`src/rtl/code_to_onehot_sequencer.sv`:
```
// Replays a stream of binary codes as one-hot pulses: HOLD cycles on, then GAP cycles of zero.
// Incoming codes are buffered in a small FIFO behind a valid/ready handshake.
module code_to_onehot_sequencer #(
  parameter int IN_W  = 3,
  parameter int HOLD  = 4,
  parameter int GAP   = 1,
  parameter int DEPTH = 4
) (
  input  logic                     clk,
  input  logic                     rst_n,
  input  logic                     code_valid,
  input  logic [IN_W-1:0]          code,
  output logic                     code_ready,
  output logic [2**IN_W-1:0]       onehot,
  output logic                     active,
  output logic [$clog2(DEPTH):0]   fifo_count
);
  localparam int OUT_W    = 2**IN_W;
  localparam int PW       = $clog2(DEPTH);
  localparam int MAXC     = (HOLD > GAP) ? ((HOLD > 2) ? HOLD : 2) : ((GAP > 2) ? GAP : 2);
  localparam int CW       = $clog2(MAXC);
  localparam int GAP_LOAD = (GAP > 0) ? GAP - 1 : 0;

  typedef enum logic [1:0] {S_IDLE, S_HOLD, S_GAP} state_t;

  state_t          state_q, state_d;
  logic [IN_W-1:0] mem_q [DEPTH];
  logic [PW-1:0]   wr_ptr_q, rd_ptr_q;
  logic [PW:0]     count_q, count_d;
  logic            ready_q;
  logic [CW-1:0]   hold_cnt_q, hold_cnt_d;
  logic [CW-1:0]   gap_cnt_q, gap_cnt_d;
  logic [OUT_W-1:0] onehot_q, onehot_d;
  logic            active_q;
  logic            push, pop;
  logic [IN_W-1:0] head;
  logic            fifo_nonempty;

  assign push          = code_valid && ready_q;
  assign head          = mem_q[rd_ptr_q];
  assign fifo_nonempty = (count_q != '0);

  always_comb begin
    state_d    = state_q;
    hold_cnt_d = hold_cnt_q;
    gap_cnt_d  = gap_cnt_q;
    onehot_d   = onehot_q;
    pop        = 1'b0;
    unique case (state_q)
      S_IDLE: begin
        onehot_d = '0;
        if (fifo_nonempty) begin
          pop        = 1'b1;
          onehot_d   = {{(OUT_W-1){1'b0}}, 1'b1} << head;
          hold_cnt_d = CW'(HOLD - 1);
          state_d    = S_HOLD;
        end
      end
      S_HOLD: begin
        if (hold_cnt_q != '0) begin
          hold_cnt_d = hold_cnt_q - 1'b1;
        end else if (GAP > 0) begin
          onehot_d  = '0;
          gap_cnt_d = CW'(GAP_LOAD);
          state_d   = S_GAP;
        end else if (fifo_nonempty) begin
          // Back-to-back pulses when no gap is configured.
          pop        = 1'b1;
          onehot_d   = {{(OUT_W-1){1'b0}}, 1'b1} << head;
          hold_cnt_d = CW'(HOLD - 1);
        end else begin
          onehot_d = '0;
          state_d  = S_IDLE;
        end
      end
      S_GAP: begin
        onehot_d = '0;
        if (gap_cnt_q != '0) begin
          gap_cnt_d = gap_cnt_q - 1'b1;
        end else if (fifo_nonempty) begin
          pop        = 1'b1;
          onehot_d   = {{(OUT_W-1){1'b0}}, 1'b1} << head;
          hold_cnt_d = CW'(HOLD - 1);
          state_d    = S_HOLD;
        end else begin
          state_d = S_IDLE;
        end
      end
      default: begin
        onehot_d = '0;
        state_d  = S_IDLE;
      end
    endcase
  end

  always_comb begin
    count_d = count_q;
    if (push && !pop)      count_d = count_q + 1'b1;
    else if (pop && !push) count_d = count_q - 1'b1;
  end

  always_ff @(posedge clk or negedge rst_n) begin
    if (!rst_n) begin
      state_q    <= S_IDLE;
      wr_ptr_q   <= '0;
      rd_ptr_q   <= '0;
      count_q    <= '0;
      ready_q    <= 1'b0;
      hold_cnt_q <= '0;
      gap_cnt_q  <= '0;
      onehot_q   <= '0;
      active_q   <= 1'b0;
    end else begin
      state_q    <= state_d;
      count_q    <= count_d;
      // Ready is a pure function of the registered occupancy: no pop-to-ready path.
      ready_q    <= (count_d < (PW+1)'(DEPTH));
      hold_cnt_q <= hold_cnt_d;
      gap_cnt_q  <= gap_cnt_d;
      onehot_q   <= onehot_d;
      active_q   <= (state_d == S_HOLD);
      if (push) wr_ptr_q <= wr_ptr_q + 1'b1;
      if (pop)  rd_ptr_q <= rd_ptr_q + 1'b1;
    end
  end

  always_ff @(posedge clk) begin
    if (push) mem_q[wr_ptr_q] <= code;
  end

  assign code_ready = ready_q;
  assign onehot     = onehot_q;
  assign active     = active_q;
  assign fifo_count = count_q;
endmodule

```
`config.mk`:
```
export PLATFORM = sky130hd
export DESIGN_NAME = code_to_onehot_sequencer
export DESIGN_NICKNAME = d
export VERILOG_FILES = /design/src/rtl/code_to_onehot_sequencer.sv
export SDC_FILE = /design/constraint.sdc
export NUM_CORES = 1
export LEC_CHECK = 0
export ABC_AREA = 1
export BUFFER_PORTS_ARGS = -buffer_cell sky130_fd_sc_hd__buf_2
export CAP_MARGIN = 20
export CORE_ASPECT_RATIO = 0.9
export CORE_MARGIN = 4
export CORE_UTILIZATION = 55
export DETAILED_ROUTE_END_ITERATION = 7
export GPL_ROUTABILITY_DRIVEN = 0
export PLACE_DENSITY_LB_ADDON = 0.05
export SETUP_SLACK_MARGIN = 0.02
export SYNTH_ARGS = -nofsm -noshare
export SYNTH_HDL_FRONTEND = slang
export SYNTH_SLANG_ARGS = --single-unit
export TNS_END_PERCENT = 10
```
`constraint.sdc`:
```
create_clock -name clk -period 2.3 [get_ports clk]
set_clock_uncertainty 0.05 [all_clocks]
set_input_delay 0.23 -clock clk [delete_from_list [all_inputs] [get_ports clk]]
set_output_delay 0.23 -clock clk [all_outputs]
set_load 0.03 [all_outputs]
```
Yosys cells after proc, flatten, opt, wreduce, memory -nomap -nowiden
Memory sizes are Yosys's and may differ from the RTL's.
Cells that the tools add are included.

operators by class
  shifts and indexed selects = 1
  reduce and logical (&&, ||, !) cells = 13
  multiplexer cells = 23
  $lt $le $gt $ge = 1
  $add $sub $neg = 6
  equal/unequal tests = 7

operators with widths
  kind                 number
  $mux 8               3
  $pmux 8 s3           1
  $mux 2               8
  $pmux 2 s3           2
  $ne 2x2->1 const B   4
  $shl 1x3->8 const A  1
  $mux 3               2
  $reduce_and 3->1     2
  $reduce_bool 2->1    3
  $reduce_bool 3->1    2
  $mux 1               5
  $add 2x1->2 const B  2
  $eq 2x1->1 const B   2
  $pmux 2 s2           1
  $sub 2x1->2 const B  2
  $add 3x1->3 const B  1
  $logic_and 1x1->1    3
  $lt 3x3->1 const B   1
  $sub 3x1->3 const B  1
  $eq 2x2->1 const B   1
  $logic_not 1->1      2
  $logic_not 2->1      1
  $pmux 1 s2           1

word-level totals
  memories = 1
  flip-flop bits (word level) = 23
  logic and storage cells = 61
  output and inout port bits = 13
  memory bits (writable) = 12

memory list
  memory  depth  bits a word  read ports  clocked after Yosys merged registers in  write ports  RTL line  source
  mem_q   4      3            1           0                                        1            27        logic [IN_W-1:0] mem_q [DEPTH];

Depth between registers and ports, before layout
Gate-level depths: netlist (run 1).

  depth in word-level cells = 8
  mapped depth = 13
  depth with buffers taken out = 13

Worst setup path after synthesis (run 1)
No wires, ideal clock.

  path type = reg2reg
  start point = register count_q[0] (netlist: fifo_count[0])
  end point = register ready_q (netlist: code_ready)
  required time = 2107 ps
  slack = 492 ps
  data arrival time = 1615 ps
  stages on the path, launching flop included = 10
  cells stage by stage = dfrtp_1 > inv_1 > ha_1 > nand2_1 > nand3_4 > ha_1 > nor2_1 > nand2_1 > o21ai_0 > a21oi_1

between the ends
  word-level cells in the longest chain between the ends = 8
  elaborated cells on any way between the ends = 12

ends and longest elaborated chain
  item                                                         RTL line  source
  start, declared                                              29        logic [PW:0] count_q, count_d;
  start signal, assigned                                       115       count_q <= count_d;
  $reduce_bool 3->1                                            41        assign fifo_nonempty = (count_q != '0);
  $mux 1                                                       52, 80
  $mux 1                                                       78        if (gap_cnt_q != '0) begin
  $pmux 1 s2                                                   49        unique case (state_q)
  $logic_and 1x1->1 / $logic_not 1->1 (equally long branches)  99, 98
  $mux 3 / $logic_and 1x1->1 (equally long branches)           99, 98
  $mux 3 *                                                     98        if (push && !pop) count_d = count_q + 1'b1;
  $lt 3x3->1 *                                                 117       ready_q <= (count_d < (PW+1)'(DEPTH));
  end signal, assigned                                         117
  end, declared                                                30        logic ready_q;

Every way passes the cells marked *; elsewhere a longest branch is shown, timed or not.
A chain may end at the register's enable or synchronous reset.

==> results_dict.tcl, run 1 <==
set metrics [dict create \
    overflow 0 \
    synth_most_common_cell "nand2_1" \
    ys_ff_latch 35 \
    die_x_um 66 \
    maxSlewHeadroom_pct 65.7 \
    synth_async_sr_flop_share_pct 65.7 \
    start_kind "register" \
    use_met2_pct 27.7 \
    final_cell_area_um2 1870 \
    hpwl_um 2130 \
    combPwrFrac_pct 47.7 \
    synthFlopType "dfrtp_1" \
    ys_warn_count 0 \
    worstRegToRegCells 10 \
    syn_area_um2 1670 \
    clkLatencyLatePin_ps 330 \
    dieArea_um2 3970 \
    met1_usage_pct 21.7 \
    holdWs_ps 53.4 \
    worstPathRequired_ps 2520 \
    hold_end "mem_q[3][0]" \
    die_h_um 60.2 \
    grt_pass1_wl_um 5020 \
    r2r-start "fifo_count[0]" \
    busiest_layer "met2" \
    cts_num_sinks 35 \
    min_period_ps 1750 \
    setup_viol 0 \
    setup_tns_ps 0 \
    post_drt_wl_per_cell_um 11.5 \
    timing.critical_path.mode_cell "nand2_1" \
    hold_viol 0 \
    synth.distinct_cells 21 \
    cts_made_buffers 5 \
    post_cts_buffers 0 \
    multi_input_area_um2 621 \
    first_global_vias 1176 \
    diodes 0 \
    yosys-top-cells-count "nand2_1 (65), inv_1 (25), dfrtp_1 (23)" \
    hold_path_depth 1 \
    maxSlewViolCount 0 \
    regArea_um2 936 \
    cp-end-kind "register" \
    synthCells 180 \
    maxCapViolCount 0 \
    initial_core_util_pct 59.2 \
    fmax_mhz 571 \
    min_path_type "in2reg" \
    fill_cells 231 \
    grt_max_degree 24 \
    via_count 1179 \
    tightest_slew_ps 514 \
    yosysTopAreaCell "dfrtp_1" \
    cts_tree "yes" \
    met3_usage_pct 6.39 \
    syn_avg_cell_area_um2 9.25 \
    hp-start "code[0]" \
    power.share.switching_pct 45.4 \
    vias_per_cell 4.79 \
    rsz0062_at_grt "false" \
    power_density_nw_per_um2 1390 \
    p_leak_nw 0.988 \
    final_nets 222 \
    antenna_left 0 \
    placed_area_um2 1800 \
    synth_edf_count 12 \
    drc 0 \
    drt_wl_total_um 2820 \
    power.total_w 0.00259 \
    io_buffer_count 18 \
    cts.path.max_buffers 2 \
    clkPwrFrac_pct 13.1 \
    crit_arrival_ps 1970 \
    critical_path.max_fanout 8 \
    antenna_found_initial 0 \
    status "finished clean" \
    p_sw_w 0.00118 \
    place_inst 237 \
    seqPwrFrac_pct 39.2 \
    seq_area_frac_synth_pct 56.2 \
    htree_levels 2 \
    period_share_pct 76.1 \
    crit_buf_inv 1 \
    drive_gt1_share_pct 14.6 \
    slowest_delay_ps 400 \
    cts_root_buffer "clkbuf_4" \
    synth_top_area_share_pct 34.6 \
    drt_iter0_drc 82 \
    drtPass1Iterations 4 \
    area_growth_pct 12.2 \
    grt_usage_pct 17.4 \
    synth_nets 197 \
    crit_chain "inv_1 > ha_1 > nand2_1 > nand3_4 > ha_1 > nor2_1 > nand2_1 > o21ai_0 > nand2_1 > nand2_1" \
    pin_count 19 \
    ir_drop_mv 0.749 \
    path_clk_slew_ps 100 \
    rrSetupSlack_ps 550 \
    rows 18 \
    synth.area.top_cells "dfrtp_1 (35%), edfxtp_1 (22%), nand2_1 (15%)" \
    core_um2 2820 \
    stdcell_count 246 \
    critPathTopFamily "simple AND/OR/NAND/NOR gates" \
    p_int_w 0.00142 \
    critical_path_class "reg2reg" \
    crit_slowest_cell "dfrtp_1" \
]
## sequential cells by signal (all words and copies together) (netlist names), named ones only
name,cells
mem_q,12
onehot,8
fifo_count,2
gap_cnt_q,2
hold_cnt_q,2
rd_ptr_q,2
state_q,2
wr_ptr_q,2
active,1
code_ready,1
## cell type report
| class | instances | area share, % |
|---|---|---|
| clock inverters | 1 | 0.268 |
| inverters | 27 | 5.43 |
| flip-flops and latches | 35 | 50.1 |
| clock buffers | 7 | 2.95 |
| multi-input cells | 117 | 33.2 |
| well taps | 40 | 2.68 |
| repair buffers | 19 | 5.36 |
## through the flow
stage          setup WS (ps)  util, %
6_report                 549     66.4
5_1_grt                  255     66.4
4_1_cts                  535     66.4
3_5_place_dp             556     63.9
3_3_place_gp             612     63.9
2_1_floorplan            492        -
## cell usage in the layout, fill, tap and decap left out, drive strengths merged
| master | count |
|---|---|
| a21oi | 4 |
| a22oi | 1 |
| buf | 18 |
| clkbuf | 7 |
| clkinv | 2 |
| dfrtp | 23 |
| dlygate4sd3 | 1 |
| edfxtp | 12 |
| ha | 11 |
| inv | 26 |
| nand2 | 65 |
| nand3 | 11 |
| nand3b | 1 |
| nor2 | 13 |
| o21a | 1 |
| o21ai | 5 |
| xnor2 | 1 |
| xor2 | 4 |
## kinds of logic after synthesis
group	Yosys count	synth area share [%]
buffers and inverters	28	6.54
xor gates and xnor gates	5	2.63
and+or+nand+nor	90	22.5
AOI/OAI and AO/OA	11	3.83
DFF	35	56.2
adders and majority gates	11	8.26
## worst max path at each step
stage,startpoint,to,cells past startpoint
2_1_floorplan,fifo_count[0],code_ready,9
4_1_cts,fifo_count[0],register,12
3_3_place_gp,fifo_count[0],register,10
5_1_grt,fifo_count[0],register,12
3_5_place_dp,fifo_count[0],fifo_count[0],9
6_report,fifo_count[0],register,10
## timing repair
| item | 4_1_cts | 5_1_grt |
|---|---|---|
| hold buffers | 1 | 0 |
| gates resized for setup | 0 | 0 |
| endpoints found under the hold margin | 23 | 0 |
## power by group through the flow
stage               Sequential (W)  Combinational, W  Clock (W)
floorplan                  0.00119          0.000783          0
global placement           0.00102           0.00120          0
detailed placement         0.00103           0.00124          0
CTS                        0.00102           0.00125   0.000354
global route               0.00105           0.00142   0.000391
finish                     0.00102           0.00124   0.000339
## routing by layer
metal,routed length [um],vias up
met1,1250,536
met3,153,6
li1,-,611
met4,54,0
met5,0,-
met2,1370,26
Note: power is estimated with default switching activity, not from simulation.
==> inputs of run 2 (changes only) <==
Clock period 2.3 ns to 1.8 ns, I/O delays scaled along.
==> run 2 against run 1 <==
Critical path depth stayed put. Highest routed layer unchanged. Fmax is 7.0% higher. First-iteration DRC count is 27% lower. Core utilization is 2.8 points higher. Worst hold slack better by 230 ps. Sequential power is 28% higher. Global-route usage is 0.26 points lower. Power is 32% higher. Cell count is 3.3% higher. Final area is 4.3% higher.
==> results_dict.tcl, run 2 (synthesis gave the netlist of run 1 again) <==
set metrics [dict create \
    status "finished clean" \
    via_count 1223 \
    min_path_type "in2async" \
    final_nets 230 \
    initial_core_util_pct 59.2 \
    placed_area_um2 1800 \
    final_common_cell "nand2_1" \
    cts_root_buffer "clkbuf_4" \
    setup_viol 0 \
    area_growth_pct 17.0 \
    critical_path_class "reg2reg" \
    min_period_ps 1640 \
    grt_usage_pct 17.2 \
    stdcell_count 254 \
    worstPathRequired_ps 2020 \
    antenna_left 0 \
    place_inst 237 \
    ir_drop_mv 1.03 \
    power_density_nw_per_um2 1760 \
    cts_num_sinks 35 \
    cp-end-kind "register" \
    path_clk_slew_ps 110 \
    fmax_mhz 611 \
    largest_reg_flops 12 \
    cts.path.max_buffers 2 \
    grt_max_degree 24 \
    regMostFlops "mem_q" \
    rrSetupSlack_ps 160 \
    first_global_vias 1214 \
    r2r-start "fifo_count[0]" \
    final_cell_area_um2 1950 \
    hold_viol 0 \
    die_x_um 66 \
    power.total_w 0.00343 \
    drive_gt1_share_pct 19.6 \
    io_buffer_count 18 \
    drt_iter0_drc 60 \
    drt_wl_total_um 2920 \
    cts_tree "yes" \
    htree_levels 2 \
    critical_path.max_fanout 5 \
    worstRegToRegCells 10 \
    maxSlewHeadroom_pct 66.5 \
    die_h_um 60.2 \
    p_leak_nw 1.02 \
    dieArea_um2 3970 \
    rsz0062_at_grt "false" \
    tightest_slew_ps 503 \
    maxCapViolCount 0 \
    fill_cells 229 \
    start_kind "register" \
    drc 0 \
    rows 18 \
    pin_count 19 \
    antenna_found_initial 0 \
    hpwl_um 2170 \
    clkLatencyLatePin_ps 330 \
    core_um2 2820 \
    overflow 0 \
    diodes 0 \
    vias_per_cell 4.81 \
    period_share_pct 90.9 \
    mostFrequentLayoutCells "nand2_1 (65), inv_1 (23), dfrtp_1 (22)" \
    cts_made_buffers 5 \
    grt_pass1_wl_um 5020 \
    maxSlewViolCount 0 \
    post_drt_wl_per_cell_um 11.5 \
    setup_tns_ps 0 \
    drtPass1Iterations 4 \
    crit_arrival_ps 1850 \
]
[run 2: final cells by class]
cell class / instances / area (um2) / area share (%)
clock buffers: 5 / 37.5 / 1.93
clock inverters: 3 / 15.0 / 0.771
inverters: 27 / 101 / 5.20
multi-input cells: 117 / 639 / 32.8
flip-flops and latches: 35 / 937 / 48.1
well taps: 40 / 50.0 / 2.57
repair buffers: 27 / 168 / 8.61
[run 2: critical path: stages, from the launching register on]
cell and delay (ps):
dfrtp_2 410, inv_2 60, ha_1 200, nand2_1 110, nand3_4 90, ha_1 250
nor2_2 140, nand2_1 70, o21ai_2 70, nand2_1 70, nand2_1 60
[run 2: routing by layer]
layer | wire length, um | GRT usage (%)
met1 | 1300 | 20.1
met2 | 1470 | 29.1
met3 | 113 | 5.83
met4 | 31 | 6.96
met5 | 0 | 0
[run 2: how the worst max path moves through the flow]
stage,cells after the start,slack [ps],startpoint,end
after floorplan,9,30,fifo_count[1],code_ready
after global placement,10,120,fifo_count[0],register
after detailed placement,9,50,fifo_count[0],fifo_count[0]
after CTS,10,20,fifo_count[1],register
after global routing,10,40,fifo_count[0],register
final,10,160,fifo_count[0],register
[run 2: timing repair]
action,in CTS,in global routing
setup endpoints to repair,2,4
endpoints found under the hold margin,31,4
gates resized for setup,1,5
pin swaps,0,1
hold buffers,3,1
setup buffers,0,5
[run 2: report_power, final]
| group | switching [W] | internal, W |
|---|---|---|
| clock | 0.000250 | 0.000145 |
| sequential | 0.000200 | 0.00111 |
| combinational | 0.00111 | 0.000612 |
| total | 0.00156 | 0.00187 |
[run 2: through the flow]
step | utilization [%] | setup slack [ps] | hold slack, ps
finish | 69.2 | 164 | 287
CTS | 66.8 | 16.4 | 1.33
global route | 69.2 | 35.2 | 294
global placement | 63.9 | 121 | 130
detailed placement | 63.9 | 52.2 | 131
floorplan | - | 29.3 | -166
